**src/rtl/elevator_pkg.sv**
```systemverilog
// rtl/elevator_pkg.sv - shared key codes and keypad FSM state encoding
package elevator_pkg;

    localparam logic [3:0] KEY_STAR     = 4'd11;
    localparam logic [3:0] KEY_HASH     = 4'd12;
    localparam logic [3:0] KEY_STARHASH = 4'd13;
    localparam logic [3:0] KEY_INVALID  = 4'd14;
    localparam logic [3:0] KEY_NONE     = 4'd15;

    // Key map bit r*3+c: only * (row3,col0) and # (row3,col2) pressed
    localparam logic [11:0] STAR_HASH_MAP = 12'hA00;

    typedef enum logic [1:0] {
        KP_IDLE     = 2'd0,
        KP_DEBOUNCE = 2'd1,
        KP_HELD     = 2'd2,
        KP_RELEASE  = 2'd3
    } kp_state_t;

endpackage

```
**src/rtl/keypad_decode.sv**
```systemverilog
// rtl/keypad_decode.sv - key map to key code decoder; STAR_HASH_EN enables the *# combo code
module keypad_decode
    import elevator_pkg::*;
(
    input  logic [11:0] key_map,
    output logic [3:0]  code
);

    logic [3:0] n_pressed;
    logic [3:0] pos;

    always_comb begin
        n_pressed = '0;
        pos       = '0;
        for (int i = 0; i < 12; i++) begin
            if (key_map[i]) begin
                n_pressed = n_pressed + 4'd1;
                pos       = 4'(i);
            end
        end
    end

    always_comb begin
        code = KEY_INVALID;
        if (n_pressed == 4'd0) begin
            code = KEY_NONE;
        end else if (n_pressed == 4'd1) begin
            case (pos)
                4'd9:    code = KEY_STAR;
                4'd10:   code = 4'd0;
                4'd11:   code = KEY_HASH;
                default: code = pos + 4'd1;
            endcase
        end
`ifdef STAR_HASH_EN
        else if (key_map == STAR_HASH_MAP) begin
            code = KEY_STARHASH;
        end
`endif
    end

endmodule

```
**src/rtl/keypad_scanner.sv**
```systemverilog
// rtl/keypad_scanner.sv - 4x3 keypad column scanner with frame debounce and one-shot key strobe
module keypad_scanner
    import elevator_pkg::*;
#(
    parameter int SCAN_DIV        = 4,
    parameter int DEBOUNCE_FRAMES = 3
) (
    input  logic       CLK,
    input  logic       RST,
    input  logic [3:0] ROW_in,
    output logic [2:0] COL_out,
    output logic [3:0] BCD_out,
    output logic       Key_Valid
);

    localparam logic [7:0] DWELL_LAST = 8'(SCAN_DIV - 1);
    localparam logic [3:0] DF         = 4'(DEBOUNCE_FRAMES);

    logic [3:0]  row_meta, row_sync;
    logic [1:0]  col_idx;
    logic [7:0]  dwell;
    logic [11:0] key_map;
    logic        frame_done;
    logic [3:0]  code;

    kp_state_t   state, state_nx;
    logic [3:0]  count, count_nx, count_sat;
    logic [3:0]  cand, cand_nx;
    logic        emit;

    always_ff @(posedge CLK or negedge RST) begin
        if (!RST) begin
            row_meta <= '1;
            row_sync <= '1;
        end else begin
            row_meta <= ROW_in;
            row_sync <= row_meta;
        end
    end

    assign COL_out = ~(3'b001 << col_idx);

    // Rows are active-low; key_map holds 1 for a pressed key at bit row*3+col
    always_ff @(posedge CLK or negedge RST) begin
        if (!RST) begin
            col_idx    <= '0;
            dwell      <= '0;
            key_map    <= '0;
            frame_done <= 1'b0;
        end else begin
            frame_done <= 1'b0;
            if (dwell == DWELL_LAST) begin
                dwell <= '0;
                case (col_idx)
                    2'd0: begin
                        {key_map[9], key_map[6], key_map[3], key_map[0]} <= ~row_sync;
                        col_idx <= 2'd1;
                    end
                    2'd1: begin
                        {key_map[10], key_map[7], key_map[4], key_map[1]} <= ~row_sync;
                        col_idx <= 2'd2;
                    end
                    2'd2: begin
                        {key_map[11], key_map[8], key_map[5], key_map[2]} <= ~row_sync;
                        col_idx    <= 2'd0;
                        frame_done <= 1'b1;
                    end
                    default: col_idx <= 2'd0;
                endcase
            end else begin
                dwell <= dwell + 8'd1;
            end
        end
    end

    keypad_decode u_decode (
        .key_map (key_map),
        .code    (code)
    );

    assign count_sat = (count == 4'hF) ? count : count + 4'd1;

    always_comb begin
        state_nx = state;
        count_nx = count;
        cand_nx  = cand;
        emit     = 1'b0;
        if (frame_done) begin
            case (state)
                KP_IDLE: begin
                    if (code != KEY_NONE && code != KEY_INVALID) begin
                        cand_nx = code;
                        if (DF <= 4'd1) begin
                            emit     = 1'b1;
                            state_nx = KP_HELD;
                            count_nx = '0;
                        end else begin
                            state_nx = KP_DEBOUNCE;
                            count_nx = 4'd1;
                        end
                    end
                end
                KP_DEBOUNCE: begin
                    if (code == cand) begin
                        count_nx = count_sat;
                        if (count_sat >= DF) begin
                            emit     = 1'b1;
                            state_nx = KP_HELD;
                            count_nx = '0;
                        end
                    end else begin
                        state_nx = KP_IDLE;
                        count_nx = '0;
                    end
                end
                KP_HELD: begin
                    if (code == KEY_NONE) begin
                        if (DF <= 4'd1) begin
                            state_nx = KP_IDLE;
                            count_nx = '0;
                        end else begin
                            state_nx = KP_RELEASE;
                            count_nx = 4'd1;
                        end
                    end
                end
                KP_RELEASE: begin
                    if (code == KEY_NONE) begin
                        count_nx = count_sat;
                        if (count_sat >= DF) begin
                            state_nx = KP_IDLE;
                            count_nx = '0;
                        end
                    end else begin
                        state_nx = KP_HELD;
                        count_nx = '0;
                    end
                end
                default: begin
                    state_nx = KP_IDLE;
                    count_nx = '0;
                end
            endcase
        end
    end

    always_ff @(posedge CLK or negedge RST) begin
        if (!RST) begin
            state     <= KP_IDLE;
            count     <= '0;
            cand      <= KEY_NONE;
            BCD_out   <= KEY_NONE;
            Key_Valid <= 1'b0;
        end else begin
            state     <= state_nx;
            count     <= count_nx;
            cand      <= cand_nx;
            Key_Valid <= emit;
            if (emit) begin
                BCD_out <= cand_nx;
            end
        end
    end

endmodule

```
**config.mk**
```make
export PLATFORM = sky130hd
export DESIGN_NAME = keypad_scanner
export DESIGN_NICKNAME = d
export VERILOG_FILES = /design/src/rtl/elevator_pkg.sv /design/src/rtl/keypad_decode.sv /design/src/rtl/keypad_scanner.sv
export SDC_FILE = /design/constraint.sdc
export NUM_CORES = 1
export LEC_CHECK = 0
export CAP_MARGIN = 20
export CORE_MARGIN = 4
export CORE_UTILIZATION = 55
export DETAILED_ROUTE_END_ITERATION = 10
export PLACE_DENSITY = 0.79
export SYNTH_ARGS = -nofsm -noshare
export SYNTH_HDL_FRONTEND = slang
export SYNTH_SLANG_ARGS = --single-unit
export TNS_END_PERCENT = 20
```
**constraint.sdc**
```tcl
create_clock -name CLK -period 7.35 [get_ports CLK]
set_clock_uncertainty 0.05 [all_clocks]
set_input_delay 1.1025 -clock CLK [delete_from_list [all_inputs] [get_ports CLK]]
set_output_delay 1.1025 -clock CLK [all_outputs]
set_load 0.02 [all_outputs]
```
; Word level (Yosys, flattened, before mapping)
; Index checks and enable logic that the tools add are counted.
[op_classes]
addsub = 14
multipliers = 0
div = 0
magnitude_cmp = 1
n_eq_ne = 19
shift = 1
muxes = 51
bitwise_logic = 2
reduce_logical = 9
[op_table]
columns = operator, count
row1 = 2-to-1 mux 4 bit, 26
row2 = "adder 4 x 1 -> 4 bit, second input constant", 12
row3 = "equality test 4 bit, second input constant", 5
row4 = 2-to-1 mux 2 bit, 8
row5 = case mux 4 bit (4 select lines), 1
row6 = 2-to-1 mux 3 bit, 4
row7 = case mux 4 bit (3 select lines), 1
row8 = "adder 8 x 1 -> 8 bit, second input constant", 1
row9 = "equality test 8 x 2 -> 1 bit, second input constant", 1
row10 = 2-to-1 mux 1 bit, 8
row11 = 2-to-1 mux 8 bit, 1
row12 = "inequality test 4 bit, second input constant", 2
row13 = case mux 2 bit (4 select lines), 1
row14 = "equality test 2 bit, second input constant", 3
row15 = "inequality test 3 bit, second input constant", 2
row16 = AND reduction 2 bit, 3
row17 = AND reduction 5 bit, 1
row18 = "equality test 2 x 1 -> 1 bit, second input constant", 2
row19 = "equality test 4 x 1 -> 1 bit, second input constant", 1
row20 = equality test 4 bit, 1
row21 = ">= comparator 4 x 2 -> 1 bit, second input constant", 1
row22 = zero test 2 bit, 2
row23 = zero test 4 bit, 1
row24 = "inequality test 2 bit, second input constant", 2
row25 = 7 further kinds, 7
[word_totals]
regBits = 46
latchBits = 0
ramBits = 0
rom_bits = 0
wordCells = 110
memories = 0

; Logic depth before layout (Yosys ltp)
; Gate-level depths: netlist of run 1.
[logic_depth]
depth_word = 31
ltp_mapped = 41
mapped_depth_nobuf = 41

; By module
; Synthesis of run 1 repeated with hierarchy kept, for this count alone.
[hier_totals]
hier_cells = 307
area_unflattened_um2 = 3154.3
[modules_own_cells]
columns = module, instances, cells_per_inst, area_per_inst_um2
row1 = keypad_scanner, 1, 155, 1966.9
row2 = keypad_decode, 1, 152, 1187.4

; Least setup slack after synthesis of run 1
; OpenSTA, ideal clock, no wires.
[synth_timing]
kind = register to register
startpoint = register key_map[0]
endpoint = register BCD_out[0]
arrival_ps = 7502
required_time_ps = 7215
path_slack_ps = -287
stages_incl_launch_ff = 39
period_less_slack_ps = 7637
path_cell_list = dfrtp_1 > inv_1 > ha_1 > xor2_4 > ha_1 > nand2_1 > o31ai_1 > ha_1 > nand2b_1 > o21a_1 > ha_1 > mux2i_1 > nor2_1 > ha_1 > nand2_1 > o31a_1 > inv_1 > ha_1 > [3 not listed] > ha_1 > nand2_1 > o21ai_0 > ha_1 > nand2b_1 > nand2_1 > nor2b_1 > ha_1 > mux2_2 > ha_1 > and3b_1 > and2_1 > o31ai_1 > nor2b_1 > mux2_4 > mux2i_4 > nand4b_4 > mux2_1
[synth_via]
elab_chain_cells = 31
[synth_rtl]
columns = item, line_no
row1 = from (decl), keypad_scanner.sv:22  ; logic [11:0] key_map;
row2 = from (signal assigned), keypad_scanner.sv:56  ; {key_map[9], key_map[6], key_map[3], key_map[0]} <= ~row_sync;
row3 = 2-to-1 mux 1 bit (*), keypad_decode.sv:16  ; if (key_map[i]) begin
row4 = adder 1 x 1 -> 2 bit, keypad_decode.sv:17  ; n_pressed = n_pressed + 4'd1;
row5 = 2-to-1 mux 4 bit (*), keypad_decode.sv:16
row6 = adder 4 x 1 -> 4 bit, keypad_decode.sv:17
row7 = 2-to-1 mux 4 bit (*), keypad_decode.sv:16
row8 = adder 4 x 1 -> 4 bit, keypad_decode.sv:17
row9 = 2-to-1 mux 4 bit (*), keypad_decode.sv:16
row10 = adder 4 x 1 -> 4 bit, keypad_decode.sv:17
row11 = [15 not listed], -
row12 = equality test 4 x 1 -> 1 bit, keypad_decode.sv:27  ; end else if (n_pressed == 4'd1) begin
row13 = 2-to-1 mux 4 bit, keypad_decode.sv:27
row14 = 2-to-1 mux 4 bit (*), keypad_decode.sv:25  ; if (n_pressed == 4'd0) begin
row15 = inequality test 4 bit, keypad_scanner.sv:91  ; if (code != KEY_NONE && code != KEY_INVALID) begin
row16 = logical AND 1 bit, keypad_scanner.sv:91
row17 = 2-to-1 mux 4 bit, keypad_scanner.sv:91
row18 = 2-to-1 mux 4 bit, keypad_scanner.sv:89  ; case (state)
row19 = 2-to-1 mux 4 bit, keypad_scanner.sv:88  ; if (frame_done) begin
row20 = to (signal assigned), keypad_scanner.sv:160  ; BCD_out <= cand_nx;
row21 = to (decl), keypad_scanner.sv:12  ; output logic [3:0] BCD_out,
; Mark *: on every way between the ends. The rest lies on a longest branch, timed or not.
; A chain may end at the register's enable or synchronous reset.

; Final worst setup path of run 1
[layout_timing]
startpoint = register key_map[1]
endpoint = register BCD_out[0]
[layout_via]
elab_chain_cells = 29
[layout_rtl]
columns = item, line_no
row1 = from (signal assigned), keypad_scanner.sv:60  ; {key_map[10], key_map[7], key_map[4], key_map[1]} <= ~row_sync;
row2 = 2-to-1 mux 4 bit, keypad_decode.sv:16
row3 = adder 4 x 1 -> 4 bit, keypad_decode.sv:17
row4 = 2-to-1 mux 4 bit, keypad_decode.sv:16
row5 = adder 4 x 1 -> 4 bit, keypad_decode.sv:17
row6 = 2-to-1 mux 4 bit, keypad_decode.sv:16
row7 = adder 4 x 1 -> 4 bit, keypad_decode.sv:17
row8 = 2-to-1 mux 4 bit, keypad_decode.sv:16
row9 = adder 4 x 1 -> 4 bit, keypad_decode.sv:17
row10 = [14 not listed], -
row11 = 2-to-1 mux 4 bit, keypad_decode.sv:27
row12 = 2-to-1 mux 4 bit (*), keypad_decode.sv:25
row13 = inequality test 4 bit, keypad_scanner.sv:91
row14 = logical AND 1 bit, keypad_scanner.sv:91
row15 = 2-to-1 mux 4 bit (*), keypad_scanner.sv:91
row16 = 2-to-1 mux 4 bit (*), keypad_scanner.sv:89
row17 = 2-to-1 mux 4 bit (*), keypad_scanner.sv:88
row18 = net cand_nx[0], keypad_scanner.sv:28  ; logic [3:0] cand, cand_nx;
; Mark *: on every way through the listed nets, which the timed path passes. The rest lies on a longest branch.

==> results of run 1 <==
## placed cells by master, fill, tap and decap left out, types with 7 or more instances in the layout
master,instances
nand3_1,17
nand2b_1,7
clkdlybuf4s50_1,12
ha_4,7
nor2_1,22
nor3_1,7
dfstp_2,16
inv_1,14
and2_1,7
xor2_1,11
a21oi_1,9
xnor2_1,13
nand2_1,36
mux2_2,8
buf_4,40
ha_1,9
dfrtp_1,30
o21ai_0,17
## state kept, by name (all words and copies together), names as in the netlist
name        flops
state           2
key_map        12
count           4
row_sync        4
row_meta        4
dwell           8
frame_done      1
Key_Valid       1
col_idx         2
cand            4
BCD_out         4
## through the flow
stage	hold WS, ns	cell area, µm²	total power [mW]
finish	0.3051	4168	1.300
global route	0.3138	4168	1.385
CTS	0.3106	4038	1.216
detailed placement	0.2969	3666	0.9085
global placement	0.2957	3666	0.8902
floorplan	0.2952	3381	0.7610
## path summary, 6_finish.rpt
| kind | endpoint | cells after the start | startpoint | slack, ns |
|---|---|---|---|---|
| min | row_sync[1] | 0 | row_meta[1] | 0.31 |
| max | BCD_out[0] | 41 | key_map[1] | 0.17 |
| min reg2reg | row_sync[1] | 0 | row_meta[1] | 0.31 |
| max reg2reg | BCD_out[0] | 41 | key_map[1] | 0.17 |
| min in group asynchronous | state[0] | 1 | RST | 0.90 |
| max in group asynchronous | dwell[0] | 1 | RST | 5.74 |
## cell type report
| type | count | area (µm²) |
|---|---|---|
| Fill cell | 414 | 1753 |
| Clock buffer | 5 | 68.82 |
| Sequential cell | 46 | 1171 |
| Inverter | 19 | 71.32 |
| Multi-Input combinational cell | 272 | 2277 |
| Clock inverter | 3 | 48.80 |
| Tap cell | 75 | 93.84 |
| Timing Repair Buffer | 54 | 436.7 |
## repair_timing
item,CTS,global route
endpoints found under the setup margin,11,15
pin swaps,13,20
gates resized for setup,26,14
buffers inserted,17,7
## cell families (layout without fill, tap and decap cells)
family          after synthesis  after routing  share of synthesized area, %
compound gates               63             63                         13.17
xor+xnor                     37             37                         14.25
fa+ha+maj                    16             16                         5.986
buf+inv                      33             81                         3.965
flops                        46             46                         35.02
mux                          16             16                         5.686
simple gates                140            140                         21.92
## power by group through the flow
stage | combinational [mW] | sequential [mW] | clock [mW]
2_1_floorplan | 0.464 | 0.297 | 0
3_3_place_gp | 0.584 | 0.306 | 0
3_5_place_dp | 0.600 | 0.308 | 0
4_1_cts | 0.714 | 0.305 | 0.197
5_1_grt | 0.867 | 0.309 | 0.209
6_report | 0.799 | 0.306 | 0.194
## Yosys cell counts, drive strengths merged, types with 3 or more instances
cell	n	area share, %
and3	4	0.75
nand3	18	2.8
inv	19	2.1
mux2i	5	1.9
ha	16	6.0
and2	8	1.5
buf	4	0.71
o21ai	19	2.8
nor2	24	2.7
or3	3	0.56
xor2	13	4.2
a21oi	9	1.3
nand4	4	0.75
dfrtp	30	22
xnor3	3	2.1
nor2b	5	0.94
or2	6	1.1
a211o	3	0.79
nand2	40	4.5
a31oi	5	0.94
nor3	7	1.0
xnor2	19	6.5
nor3b	3	0.67
dfstp	16	13
mux2	11	3.8
o31ai	4	0.90
clkbuf	10	1.1
o211ai	3	0.67
nand2b	9	1.7
## worst max-delay path: cells and delay by family (launching register included)
family | cells | cell delay (ns)
mux | 3 | 0.75
buf+inv | 16 | 1.86
xor+xnor | 3 | 0.54
flops | 1 | 0.39
fa+ha+maj | 7 | 1.83
simple gates | 8 | 0.96
compound gates | 4 | 0.74
## per-layer routing
| metal | vias to the layer above | GRT usage, % |
|---|---|---|
| met5 | - | 0 |
| met4 | 0 | 6.331 |
| met3 | 12 | 1.633 |
| met2 | 47 | 35.46 |
| met1 | 1298 | 24.98 |
| li1 | 1324 | - |
==> reports/results.md, run 1 <==
| Quantity | Reported |
| --- | --- |
| Ant. Diodes | 0 |
| Hold_buf cts | 0 |
| Placer congestion estimate | 0.7984 |
| Die width | 85.98 µm |
| Clock insertion delay at the later pin of the skew report | 0.30 ns |
| Vias in the first global route | 2,732 |
| DRC violation count after routing | 0 |
| Final clock period utilization by the worst path | 97.70% |
| Hold WC Path Type | register to register |
| TritonCTS sink count | 46 |
| 1st-iter DRT viols | 95 |
| Number of failing setup endpoints in the final timing report | 0 |
| Worst-case clock buffer depth | 2 |
| Cell with the largest stage delay on the worst path | dfrtp_1 |
| Final setup slack of the worst path | 0.1690 ns |
| Clock tree from TritonCTS | built |
| Fraction of final layout cells sized beyond drive strength 1 | 32.58% |
| Grt total ovfl | 0 |
| Net load switching power | 0.4805 mW |
| Top achievable clock speed | 0.1393 GHz |
| Startpoint type of the worst setup path | register |
| Tightest slew margin relative to the limit | 34.87% |
| Clock-pin slew of the registers on the worst-case setup and hold paths | 0.09 ns |
| Post-Synthesis Net Count | 373 |
| Detail-routed net length per standard cell | 15.04 µm |
| Switching Fraction | 36.97% |
| Total routed wirelength | 7129 µm |
| Total number of vias | 2,681 |
| CP dominant cell by count | buf_4 |
| Share of synthesized area occupied by flip-flops and latches | 35.02% |
| First-pass GRT wire length | 12,040 µm |
| Number of standard-cell rows in the floorplan | 28 |
| Root buffer selected by CTS | clkbuf_8 |
| Maximum Capacitance Violations | 0 |
| Pin count of the biggest net entering global routing | 47 |
| Run status | finished, final reports clean |
| Area growth, synth to finish | 24.62% |
| Crit path required time | 7.53 ns |
| Sequential cell fraction of total power | 23.5% |
| Worst-Margin Slew | 0.9769 ns |
| Int Pwr | 0.8190 mW |
| Critical Path End Type | register |
| Detailed-router iteration count before antenna repair | 4 |
| Post-DP HPWL | 4838 µm |
| Core outline area | 5921 µm² |
| Synthesized flop and latch total | 46 |
| Total routing resource utilization after global routing | 19.75% |
| End-of-flow core utilization | 70.39% |
| Async S/R FF share, synth | 100.0% |
| Setup TNS | 0 ns |
| Total CTS buffers | 5 |
| Post-Place Setup Slack | -0.2322 ns |
| Die outline height | 85.98 µm |
| Critical path start-end classification | register to register |
| Top routing layer used | met4 |
| Non-filler instance count after layout | 474 |
| Total Nets Final | 420 |
| Most instantiated flip-flop cell in the synthesis netlist | dfrtp_1 |
| Length of routed met3 wiring | 124 µm |
| Number of different library cells in the post-synthesis netlist | 67 |
| Vias per std cell | 5.656 |
| Met1 WL | 3242 µm |
| Logic gate share of total power | 61.5% |
| Crit-path max FO | 5 |
| I/O Buffers | 13 |
| Floorplan die area | 7393 µm² |
| Unrepaired setup endpoints after global routing | true |
| Longest individual stage delay on the worst path | 0.39 ns |
| Worst vdd rail ir drop | 0.0002252 V |
| Maximum level of the CTS H-tree | 2 |
| Number of instances in the synthesized netlist | 351 |
| DRT antenna net count | 0 |
| EDFF count, synth | 0 |
| Hold Vio Cnt, Final | 0 |
| Time the worst path needs with I/O delays and setup | 7.181 ns |
| Portion of total power attributed to the clock network | 14.9% |
| Power density of the placed cells | 311.8 nW/µm² |
| Met2 wire length | 3656 µm |
| Cell leakage power | 1.888 nW |
| Synthesized area per cell | 9.528 µm² |
| Starting Density | 56.49% |
| Final Max Slew Viols | 0 |
| Number of antenna violations at the first check in global routing | 0 |
| Synth warnings | 0 |
| Data arrival time at the worst-slack endpoint | 7.36 ns |
| Cell area after synthesis | 3344 µm² |
| # placed instances | 442 |
| Ports placed on the boundary | 14 |
(Power assumes the default switching activity.)
==> run 2: changes to the inputs <==
SETUP_SLACK_MARGIN = 0.5   (was not set)
==> run 2 against run 1 <==
  * Die area is the same
  * Cell count shrank 2.7%
  * Non-clock buffer count shrank 13
  * Highest routed layer unchanged
  * Largest power group unchanged
==> reports/results.md, run 2 (same netlist as run 1, synthesis figures left out) <==
| Quantity | Reported |
| --- | --- |
| Worst vdd rail ir drop | 0.0002151 V |
| Total Nets Final | 407 |
| Clock-pin slew of the registers on the worst-case setup and hold paths | 0.09 ns |
| Vias per std cell | 5.785 |
| Time the worst path needs with I/O delays and setup | 7.194 ns |
| Cell count of the worst reg-to-reg path | 41 |
| Tightest slew margin relative to the limit | 34.72% |
| Total number of vias | 2,667 |
| Post-Place Setup Slack | -0.2450 ns |
| Fraction of final layout cells sized beyond drive strength 1 | 30.31% |
| Total routing resource utilization after global routing | 19.74% |
| Worst-case clock buffer depth | 2 |
| Startpoint type of the worst setup path | register |
| Data arrival time at the worst-slack endpoint | 7.37 ns |
| Top register by number of flip-flops | key_map |
| Final setup slack of the worst path | 0.1555 ns |
| Ports placed on the boundary | 14 |
| Top achievable clock speed | 0.1390 GHz |
| Detailed-router iteration count before antenna repair | 4 |
| # placed instances | 432 |
| Placer congestion estimate | 0.8204 |
| Detail-routed net length per standard cell | 14.88 µm |
| Clock tree from TritonCTS | built |
| Area growth, synth to finish | 22.15% |
| CP dominant cell by count | ha_4 |
| Unrepaired setup endpoints after global routing | true |
| Root buffer selected by CTS | clkbuf_8 |
| Beginning of the worst register-to-register path | key_map[1] |
| Critical path start-end classification | register to register |
| Layout Cell Area excl Fill | 4085 µm² |
| Cell with the largest stage delay on the worst path | dfrtp_1 |
| First-pass GRT wire length | 11,900 µm |
| Post-layout power | 1.280 mW |
| Die outline height | 85.98 µm |
| Number of failing setup endpoints in the final timing report | 0 |
| Total routed wirelength | 6859 µm |
| Longest individual stage delay on the worst path | 0.39 ns |
| Endpoint of the worst register-to-register path | BCD_out[1] |
| Max FFs per register | 12 |
| Die width | 85.98 µm |
| Worst-Margin Slew | 0.9792 ns |
| Number of antenna violations at the first check in global routing | 0 |
| Critical Path Start | key_map[1] |
| Hold Vio Cnt, Final | 0 |
| Run status | finished, final reports clean |
| Maximum level of the CTS H-tree | 2 |
| Vias in the first global route | 2,629 |
| Post-DP HPWL | 4789 µm |
| Total CTS buffers | 5 |
| I/O Buffers | 13 |
| Area after detailed placement | 3689 µm² |
| Commonest non-fill, non-tap cell in the layout | nand2_1 |
| Crit-path max FO | 5 |
| DRC violation count after routing | 0 |
| Clock insertion delay at the later pin of the skew report | 0.30 ns |
| Hold WC Path Type | register to register |
| Power density of the placed cells | 313.4 nW/µm² |
| Setup TNS | 0 ns |
| Fin Hold WS | 0.3021 ns |
| Pin count of the biggest net entering global routing | 47 |
| Flop-to-flop setup slack | 0.16 ns |
| Cell leakage power | 1.841 nW |
| Core outline area | 5921 µm² |
| Top flop regs | key_map (12), dwell (8) |
| End-of-flow core utilization | 69.00% |
| Final clock period utilization by the worst path | 97.88% |
| Floorplan die area | 7393 µm² |
| DRT antenna net count | 0 |
| Commonest non-fill, non-tap cells in the layout | nand2_1, dfrtp_1, buf_4, nor2_1 |
| End of the critical path | BCD_out[1] |
| Final Max Slew Viols | 0 |
| TritonCTS sink count | 46 |
| Crit path required time | 7.52 ns |
| Non-filler instance count after layout | 461 |
| Ant. Diodes | 0 |
| Critical Path End Type | register |
| Grt total ovfl | 0 |
| 1st-iter DRT viols | 122 |
| Maximum Capacitance Violations | 0 |
| Number of standard-cell rows in the floorplan | 28 |
| Starting Density | 56.49% |
run 2: power by group:
group | internal, mW | switching, mW
Clock | 0.101 | 0.0838
Combinational | 0.417 | 0.373
Sequential | 0.279 | 0.0259
Total | 0.797 | 0.483
run 2: layout make-up:
cell class	count	area [µm²]
Sequential cell	46	1171
Fill cell	450	1836
Clock buffer	5	68.82
Multi-Input combinational cell	272	2296
Clock inverter	3	45.04
Timing Repair Buffer	41	339.1
Tap cell	75	93.84
Inverter	19	71.32
run 2: worst min-delay path by stage:
stage | startpoint | end | cells after the start
6_report | row_meta[2] | row_sync[2] | 0
4_1_cts | row_meta[2] | row_sync[2] | 0
3_5_place_dp | row_meta[0] | row_sync[0] | 0
3_3_place_gp | row_meta[0] | row_sync[0] | 0
5_1_grt | row_meta[3] | row_sync[3] | 0
2_1_floorplan | row_meta[0] | row_sync[0] | 0
run 2: timing repair:
item / 4_1_cts / 5_1_grt
hold buffers: 0 / 0
gates cloned: 0 / 0
setup endpoints to repair: 15 / 15
resized for setup: 13 / 9
buffers inserted: 15 / 6
pin swaps: 17 / 7
run 2: critical path: cells and delay by family, from the launching register on:
family          cells  cell delay (ns)
compound gates      6             0.70
xor+xnor            3             0.63
fa+ha+maj          10             2.47
buf+inv             4             0.33
flops               1             0.39
mux                 4             0.92
simple gates       14             1.63
run 2: per-layer routing:
layer	wire, µm	GRT usage, %	vias up	share of wire (%)
li1	-	-	1302	-
met1	3055	25.61	1287	45
met2	3435	32.94	61	50
met3	221	2.402	17	3.2
met4	147	8.921	0	2.1
met5	0	0	-	0
